**src/rtl/viterbi_dec_param.sv**
```systemverilog
// Hard-decision Viterbi decoder for a rate-1/2, K=3 convolutional code.
// Register-exchange survivors; one block of BLOCK_LEN steps is decoded, then streamed out oldest bit first.
module viterbi_dec_param #(
  parameter int unsigned BLOCK_LEN  = 7,
  parameter logic [2:0]  G0         = 3'b111,
  parameter logic [2:0]  G1         = 3'b101,
  parameter int unsigned METRIC_W   = 6,
  parameter bit          TERMINATED = 1'b1
) (
  input  logic                clk,
  input  logic                reset,
  input  logic                in_valid,
  input  logic [1:0]          in_sym,
  output logic                in_ready,
  output logic                out_valid,
  input  logic                out_ready,
  output logic                out_bit,
  output logic                out_last,
  output logic [METRIC_W-1:0] path_metric
);

  localparam int unsigned      CNT_W = $clog2(BLOCK_LEN);
  localparam logic [CNT_W-1:0] LAST  = CNT_W'(BLOCK_LEN - 1);

  typedef enum logic [1:0] {IDLE, ACS, DECIDE, OUTPUT} state_e;

  state_e                state_q, state_d;
  logic [CNT_W-1:0]      step_q, step_d;
  logic [CNT_W-1:0]      oidx_q, oidx_d;
  logic [METRIC_W-1:0]   metric_q [4];
  logic [METRIC_W-1:0]   metric_d [4];
  logic [BLOCK_LEN-1:0]  path_q [4];
  logic [BLOCK_LEN-1:0]  path_d [4];
  logic [BLOCK_LEN-1:0]  opath_q, opath_d;
  logic [METRIC_W-1:0]   ometric_q, ometric_d;

  logic [METRIC_W-1:0]   m_cur [4];
  logic [BLOCK_LEN-1:0]  p_cur [4];
  logic [METRIC_W-1:0]   m_acs [4];
  logic [BLOCK_LEN-1:0]  p_acs [4];
  logic [1:0]            ns_b, pw, sel;
  logic [METRIC_W-1:0]   cand0, cand1;

  function automatic logic [1:0] branch_metric(input logic [2:0] r, input logic [1:0] sym);
    logic [1:0] e;
    e = {^(G0 & r), ^(G1 & r)} ^ sym;
    return {1'b0, e[1]} + {1'b0, e[0]};
  endfunction

  function automatic logic [METRIC_W-1:0] sat_add(input logic [METRIC_W-1:0] a, input logic [1:0] b);
    logic [METRIC_W:0] s;
    s = {1'b0, a} + (METRIC_W + 1)'(b);
    return s[METRIC_W] ? '1 : s[METRIC_W-1:0];
  endfunction

  assign in_ready    = (state_q == IDLE) || (state_q == ACS);
  assign out_valid   = (state_q == OUTPUT);
  assign out_bit     = opath_q[oidx_q];
  assign out_last    = out_valid && (oidx_q == LAST);
  assign path_metric = ometric_q;

  // In IDLE the ACS runs from the block-start metrics so the first symbol is step 0.
  always_comb begin
    for (int unsigned i = 0; i < 4; i++) begin
      if (state_q == IDLE) begin
        m_cur[i] = (i == 0) ? '0 : '1;
        p_cur[i] = '0;
      end else begin
        m_cur[i] = metric_q[i];
        p_cur[i] = path_q[i];
      end
    end
  end

  always_comb begin
    ns_b  = '0;
    pw    = '0;
    cand0 = '0;
    cand1 = '0;
    for (int unsigned ns = 0; ns < 4; ns++) begin
      ns_b  = 2'(ns);
      cand0 = sat_add(m_cur[{ns_b[0], 1'b0}], branch_metric({ns_b, 1'b0}, in_sym));
      cand1 = sat_add(m_cur[{ns_b[0], 1'b1}], branch_metric({ns_b, 1'b1}, in_sym));
      if (cand0 <= cand1) begin
        pw           = {ns_b[0], 1'b0};
        m_acs[ns_b]  = cand0;
      end else begin
        pw           = {ns_b[0], 1'b1};
        m_acs[ns_b]  = cand1;
      end
      p_acs[ns_b]         = p_cur[pw];
      p_acs[ns_b][step_q] = ns_b[1];
    end
  end

  always_comb begin
    sel = '0;
    if (!TERMINATED) begin
      for (int unsigned i = 1; i < 4; i++) begin
        if (metric_q[2'(i)] < metric_q[sel]) sel = 2'(i);
      end
    end
  end

  always_comb begin
    state_d   = state_q;
    step_d    = step_q;
    oidx_d    = oidx_q;
    metric_d  = metric_q;
    path_d    = path_q;
    opath_d   = opath_q;
    ometric_d = ometric_q;
    case (state_q)
      IDLE: begin
        metric_d = m_cur;
        path_d   = p_cur;
        step_d   = '0;
        if (in_valid) begin
          metric_d = m_acs;
          path_d   = p_acs;
          step_d   = CNT_W'(1);
          state_d  = ACS;
        end
      end
      ACS: begin
        if (in_valid) begin
          metric_d = m_acs;
          path_d   = p_acs;
          if (step_q == LAST) begin
            step_d  = '0;
            state_d = DECIDE;
          end else begin
            step_d = step_q + CNT_W'(1);
          end
        end
      end
      DECIDE: begin
        opath_d   = path_q[sel];
        ometric_d = metric_q[sel];
        oidx_d    = '0;
        state_d   = OUTPUT;
      end
      OUTPUT: begin
        if (out_ready) begin
          if (oidx_q == LAST) state_d = IDLE;
          else                oidx_d  = oidx_q + CNT_W'(1);
        end
      end
      default: state_d = IDLE;
    endcase
  end

  always_ff @(posedge clk) begin
    if (!reset) begin
      state_q   <= IDLE;
      step_q    <= '0;
      oidx_q    <= '0;
      opath_q   <= '0;
      ometric_q <= '0;
      for (int unsigned i = 0; i < 4; i++) begin
        metric_q[i] <= (i == 0) ? '0 : '1;
        path_q[i]   <= '0;
      end
    end else begin
      state_q   <= state_d;
      step_q    <= step_d;
      oidx_q    <= oidx_d;
      opath_q   <= opath_d;
      ometric_q <= ometric_d;
      metric_q  <= metric_d;
      path_q    <= path_d;
    end
  end

endmodule

```
**config.mk**
```make
export PLATFORM = sky130hd
export DESIGN_NAME = viterbi_dec_param
export DESIGN_NICKNAME = d
export VERILOG_FILES = /design/src/rtl/viterbi_dec_param.sv
export SDC_FILE = /design/constraint.sdc
export NUM_CORES = 1
export LEC_CHECK = 0
export CORE_ASPECT_RATIO = 1.2
export CORE_MARGIN = 1
export CORE_UTILIZATION = 25
export CTS_BUF_LIST = sky130_fd_sc_hd__clkbuf_8
export DETAILED_ROUTE_END_ITERATION = 8
export SYNTH_ARGS = -nofsm -noshare
export SYNTH_HDL_FRONTEND = slang
export SYNTH_SLANG_ARGS = --single-unit
```
**constraint.sdc**
```tcl
create_clock -name clk -period 11.98 [get_ports clk]
set_input_delay 1.797 -clock clk [delete_from_list [all_inputs] [get_ports clk]]
set_output_delay 1.797 -clock clk [all_outputs]
set_load 0.03 [all_outputs]
```
==> results of run 1 <==
-- layer usage --
metal  GRT usage  share of wire  up-vias
li1            -              -     2574
met1       0.176           0.48     2461
met2       0.222           0.47      102
met3      0.0162          0.033       18
met4      0.0510          0.017        0
met5           0              0        -
-- worst paths after layout --
check / endpoint / from / slack, ps / depth (start not counted)
worst max-delay path: path_q[17] / in_sym[1] / 5890 / 16
worst min-delay path: path_q[3] / path_q[3] / 480 / 2
worst max register to register: metric_q[8] / state_q[0] / 7450 / 15
worst min register to register: path_q[3] / path_q[3] / 480 / 2
-- area by class of cell --
type / instances / area (sq um)
multi-input cells: 567 / 3950
repair buffers: 20 / 188
inverters: 25 / 93.8
clock inverters: 6 / 40.0
flip-flops and latches: 73 / 1460
clock buffers: 10 / 138
fillers: 2466 / 16300
well taps: 279 / 349
-- worst register-to-register path, delay by kind of cell (launching register included) --
kind | cells | cell delay (ps)
compound gates | 8 | 2280
buf+inv | 3 | 940
fa+ha+maj | 2 | 460
simple gates | 2 | 420
flops | 1 | 340
-- cell families after synthesis --
group	share of synthesized area
AO/OA/AOI/OAI	0.269
XOR/XNOR	0.0167
adder cells (fa/ha/maj)	0.101
buffers and inverters	0.0620
flip-flops	0.253
multiplexers	0.0800
AND/OR/NAND/NOR	0.218
-- stage by stage --
stage           util  power [mW]
6_report       0.276        1.44
5_1_grt        0.276        1.55
4_1_cts        0.276        1.44
3_5_place_dp   0.268        1.25
3_3_place_gp   0.268        1.25
2_1_floorplan      -        1.09
-- cells in the mapped netlist (9+ instances only) --
cell type and number:
nor2_1 80, o22ai_1 11, a31oi_1 9, nor2b_1 11, xnor2_1 11, mux2i_1 32
ha_1 45, a21oi_1 54, nand2_1 52, nor3_1 17, nand3_1 23, a211oi_1 10
inv_1 25, nand2b_1 15, clkbuf_1 13, buf_2 15, o21ai_1 10, o21ai_0 28
dfxtp_1 73, a21o_1 12
-- registers in the layout, summed over array words and instances (netlist names) --
name,flops
opath_q,7
metric_q,24
path_q,28
path_metric,6
step_q,3
oidx_q,3
state_q,2
-- power groups by stage --
stage,registers [mW],logic (mW),clock network [mW]
global placement,0.353,0.896,0
floorplan,0.322,0.764,0
CTS,0.346,0.904,0.188
finish,0.348,0.907,0.184
detailed placement,0.352,0.900,0
global route,0.354,0.999,0.199
==> results.sh, run 1 <==
export IMPL_hold_violations=0
export IMPL_core_rowCount=60
export IMPL_synthesis_nets=759
export IMPL_pwr_share_clk=0.128
export IMPL_placedCellCount=964
export IMPL_overflow=0
export IMPL_ys_types=86
export IMPL_track_usage=0.134
export IMPL_p_sw_mw=0.749
export IMPL_io_buffer_count=15
export IMPL_routed_wl_mm=15.5
export IMPL_globalplace_congestion=0.854
export IMPL_drtAntennaViolNets=0
export IMPL_avgSynthCellArea_sq_um=8.16
export IMPL_swShare=0.520
export IMPL_fmax_mhz=164
export IMPL_grt_pass1_vias=4985
export IMPL_post_dp_cell_area_sq_um=6040
export IMPL_insertion_delay_ps=370
export IMPL_status="completed"
export IMPL_pre_cts_ws_ps=5510
export IMPL_slowest_stage="o32a_1"
export IMPL_hpwlAfterDp_mm=11.5
export IMPL_initialDrtViolationCount=388
export IMPL_setup_tns_ps=0
export IMPL_cts_setup_buffers=0
export IMPL_die_y_microns=168
export IMPL_cts_htree_levels=3
export IMPL_final_cells=980
export IMPL_fin_nets=748
export IMPL_required_ps=12220
export IMPL_crit_family="adder cells"
export IMPL_total_leakage_power_nw=2.25
export IMPL_areaGrowthSynthToFinish_pct=7.85
export IMPL_yosysWarnings=0
export IMPL_ys_dominant_reg_cell="dfxtp_1"
export IMPL_setup_violations=0
export IMPL_rsz0062_at_grt="false"
export IMPL_cp_num_buf_inv=4
export IMPL_slew_viol_final=0
export IMPL_holdBufCountCts=0
export IMPL_max_stage_delay_ps=690
export IMPL_cts_sinks=73
export IMPL_yosysSeqAreaShare=0.253
export IMPL_mostFrequentLayoutCell="nor2_1"
export IMPL_ios=16
export IMPL_whs_ps=476
export IMPL_combPwrFrac=0.630
export IMPL_start_kind="input port"
export IMPL_ctsLongestPathBuffers=2
export IMPL_power_density_nw_per_um2=231
export IMPL_finalCritPeriodShare=0.508
export IMPL_cts_buffers=9
export IMPL_slew_headroom=0.426
export IMPL_cts_tree="built"
export IMPL_finalClockSkew_ps=13.4
export IMPL_seqPwrFrac=0.242
export IMPL_p_int_mw=0.691
export IMPL_finalInstanceArea_sq_um=6220
export IMPL_final_layout_size_suffix_gt1_frac=0.0913
export IMPL_via_count=5155
export IMPL_clockRootBuffer="clkbuf_8"
export IMPL_antenna_found_initial=0
export IMPL_maxCapViolCount=0
export IMPL_peakVddDrop_mv=0.131
export IMPL_synth_area_leaders="dfxtp_1, ha_1, mux2i_1"
export IMPL_fin_crit_ps=6090
export IMPL_grt_pass1_wl_mm=25.4
export IMPL_drc=0
export IMPL_hp_class="flop to flop"
export IMPL_synth_area_sq_um=5770
export IMPL_viasPerCell=5.26
export IMPL_cp_end_kind="flop"
export IMPL_cp_max_fo=18
export IMPL_path_class="input port to flop"
export IMPL_yosys_area_top_type="dfxtp_1"
export IMPL_netlist_area_leader_share=0.253
export IMPL_synth_enable_flop_cells=0
export IMPL_diodes=0
export IMPL_start_util=0.256
export IMPL_syn_inst=707
export IMPL_cp_cell_sequence="clkdlybuf4s50_1, inv_1, ha_1, inv_1, ha_1, inv_1, fa_1, nor2_1, or3_1, ha_1, nand3_1, a21boi_0, o32a_1, mux2_2, a22oi_1, nor2_1"
export IMPL_clk_pin_slew_worst_paths_ps=80
export IMPL_dieArea_sq_um=23700
export IMPL_fin_ws_ps=5890
export IMPL_synth_seq_cells=73
export IMPL_synthArstFlopShare=0
export IMPL_cp_arrival_ps=6330
export IMPL_grt_start_max_net_pins=43
export IMPL_coreArea_sq_um=22500
export IMPL_cts_repair_resized=0
export IMPL_worstMarginPinSlew_ps=861
export IMPL_wl_per_cell_microns=15.9
export IMPL_layout_common_cells="nor2_1, dfxtp_1, a21oi_1, nand2_1, ha_1"
export IMPL_dieWidth_microns=141
export IMPL_drt_first_pass_iters=5
No activity file was read; power rests on OpenSTA's default activity.
==> run 2: changes to the inputs <==
clock period = 5.15 ns   (was 11.98 ns; I/O delays follow)
==> results.sh, run 2 (synthesis gave the netlist of run 1 again) <==
export IMPL_hpwlAfterDp_mm=11.5
export IMPL_final_layout_size_suffix_gt1_frac=0.0950
export IMPL_fmax_mhz=221
export IMPL_io_buffer_count=15
export IMPL_hp_class="flop to flop"
export IMPL_die_y_microns=168
export IMPL_ctsLongestPathBuffers=2
export IMPL_layout_common_cells="nor2_1, dfxtp_1, a21oi_1, nand2_1, ha_1"
export IMPL_setup_tns_ps=0
export IMPL_post_dp_cell_area_sq_um=6090
export IMPL_finalCritPeriodShare=0.879
export IMPL_r2r_cells=14
export IMPL_status="completed"
export IMPL_routed_wl_mm=15.2
export IMPL_rrSetupSlack_ps=950
export IMPL_slew_headroom=0.432
export IMPL_track_usage=0.134
export IMPL_total_leakage_power_nw=2.29
export IMPL_cts_tree="built"
export IMPL_grt_pass1_wl_mm=25.6
export IMPL_diodes=0
export IMPL_peakVddDrop_mv=0.647
export IMPL_rsz0062_at_grt="false"
export IMPL_clk_pin_slew_worst_paths_ps=90
export IMPL_largestRegisters="path_q (28), metric_q (24), opath_q (7)"
export IMPL_hold_violations=0
export IMPL_reg2reg_to="path_q[19]"
export IMPL_fin_crit_ps=4530
export IMPL_slowest_stage="clkdlybuf4s50_1"
export IMPL_dr_wl_met2_mm=7.23
export IMPL_dieWidth_microns=141
export IMPL_initialDrtViolationCount=300
export IMPL_cts_setup_buffers=0
export IMPL_dieArea_sq_um=23700
export IMPL_top_register="path_q"
export IMPL_cts_buffers=9
export IMPL_viasPerCell=5.28
export IMPL_start_kind="input port"
export IMPL_coreArea_sq_um=22500
export IMPL_power_density_nw_per_um2=550
export IMPL_mostFrequentLayoutCell="nor2_1"
export IMPL_wl_met1_mm=7.24
export IMPL_largest_reg_flops=28
export IMPL_cp_max_fo=7
export IMPL_cp_num_buf_inv=4
export IMPL_r2r_start="state_q[0]"
export IMPL_topRoutingLayerUsed="met4"
export IMPL_cts_repair_resized=0
export IMPL_antenna_found_initial=0
export IMPL_whs_endpoint="path_q[5]"
export IMPL_insertion_delay_ps=370
export IMPL_globalplace_congestion=0.879
export IMPL_grt_start_max_net_pins=39
export IMPL_finalClockSkew_ps=13.1
export IMPL_maxCapViolCount=0
export IMPL_min_path_cells=2
export IMPL_drtAntennaViolNets=0
export IMPL_drt_first_pass_iters=4
export IMPL_cp_cell_sequence="clkdlybuf4s50_1, inv_1, ha_1, inv_1, ha_1, inv_1, fa_1, o21a_1, a211o_1, ha_1, a21oi_1, a21boi_0, o32a_1, mux2_1, a32o_1"
export IMPL_finalInstanceArea_sq_um=6300
export IMPL_drc=0
export IMPL_core_rowCount=60
export IMPL_cp_arrival_ps=4780
export IMPL_slew_viol_final=0
export IMPL_start_util=0.256
export IMPL_placedCellCount=968
export IMPL_worstMarginPinSlew_ps=849
export IMPL_max_stage_delay_ps=580
export IMPL_required_ps=5410
export IMPL_cts_sinks=73
export IMPL_setup_violations=0
export IMPL_grt_pass1_vias=4968
export IMPL_cp_end_kind="flop"
export IMPL_path_class="input port to flop"
export IMPL_fin_nets=752
export IMPL_cts_htree_levels=3
export IMPL_ios=16
export IMPL_via_count=5193
export IMPL_crit_family="compound AO/OA/AOI/OAI gates"
export IMPL_whs_ps=470
export IMPL_min_from="path_q[5]"
export IMPL_power_mw=3.47
export IMPL_final_cells=984
export IMPL_overflow=0
export IMPL_holdBufCountCts=0
export IMPL_clockRootBuffer="clkbuf_8"
export IMPL_wl_met3_microns=582
export IMPL_areaGrowthSynthToFinish_pct=9.28
export IMPL_wl_per_cell_microns=15.5
run 2: layout make-up:
type	count	area, sq um
inverters	25	93.8
multi-input cells	567	3950
clock buffers	9	124
flip-flops and latches	73	1460
clock inverters	7	93.8
repair buffers	24	230
fillers	2440	16200
well taps	279	349
run 2: worst register-to-register path, cell delays in order (launching register included):
cell and delay [ps]:
dfxtp_1 340, inv_1 110, ha_2 590, or2_1 230
ha_1 180, inv_1 60, fa_1 450, o21a_1 220
a211o_1 300, ha_1 340, a21oi_1 120, a21boi_0 100
o32a_1 470, mux2_1 360, a32o_1 240
run 2: where the power goes:
| part | internal [mW] | switching [mW] |
|---|---|---|
| combinational | 0.806 | 1.34 |
| clock | 0.273 | 0.240 |
| sequential | 0.659 | 0.153 |
| total | 1.74 | 1.73 |
run 2: per-layer routing:
metal,global-route usage,up-vias
met5,0,-
met1,0.180,2502
li1,-,2584
met2,0.223,97
met4,0.0302,0
met3,0.0199,10
run 2: worst max-delay path by stage:
stage | start | to | slack [ps] | cells past startpoint
2_1_floorplan | in_sym[0] | path_q[18] | 900 | 16
4_1_cts | in_sym[0] | path_q[19] | 650 | 15
3_5_place_dp | in_sym[0] | path_q[19] | 250 | 15
3_3_place_gp | in_sym[0] | path_q[19] | 370 | 15
5_1_grt | in_sym[0] | metric_q[13] | 360 | 17
6_report | in_sym[0] | path_q[19] | 620 | 15
run 2: per-stage QoR:
stage	util	worst slack, ps
5_1_grt	0.280	363
4_1_cts	0.280	646
2_1_floorplan	-	904
3_3_place_gp	0.270	367
3_5_place_dp	0.270	248
6_report	0.280	625
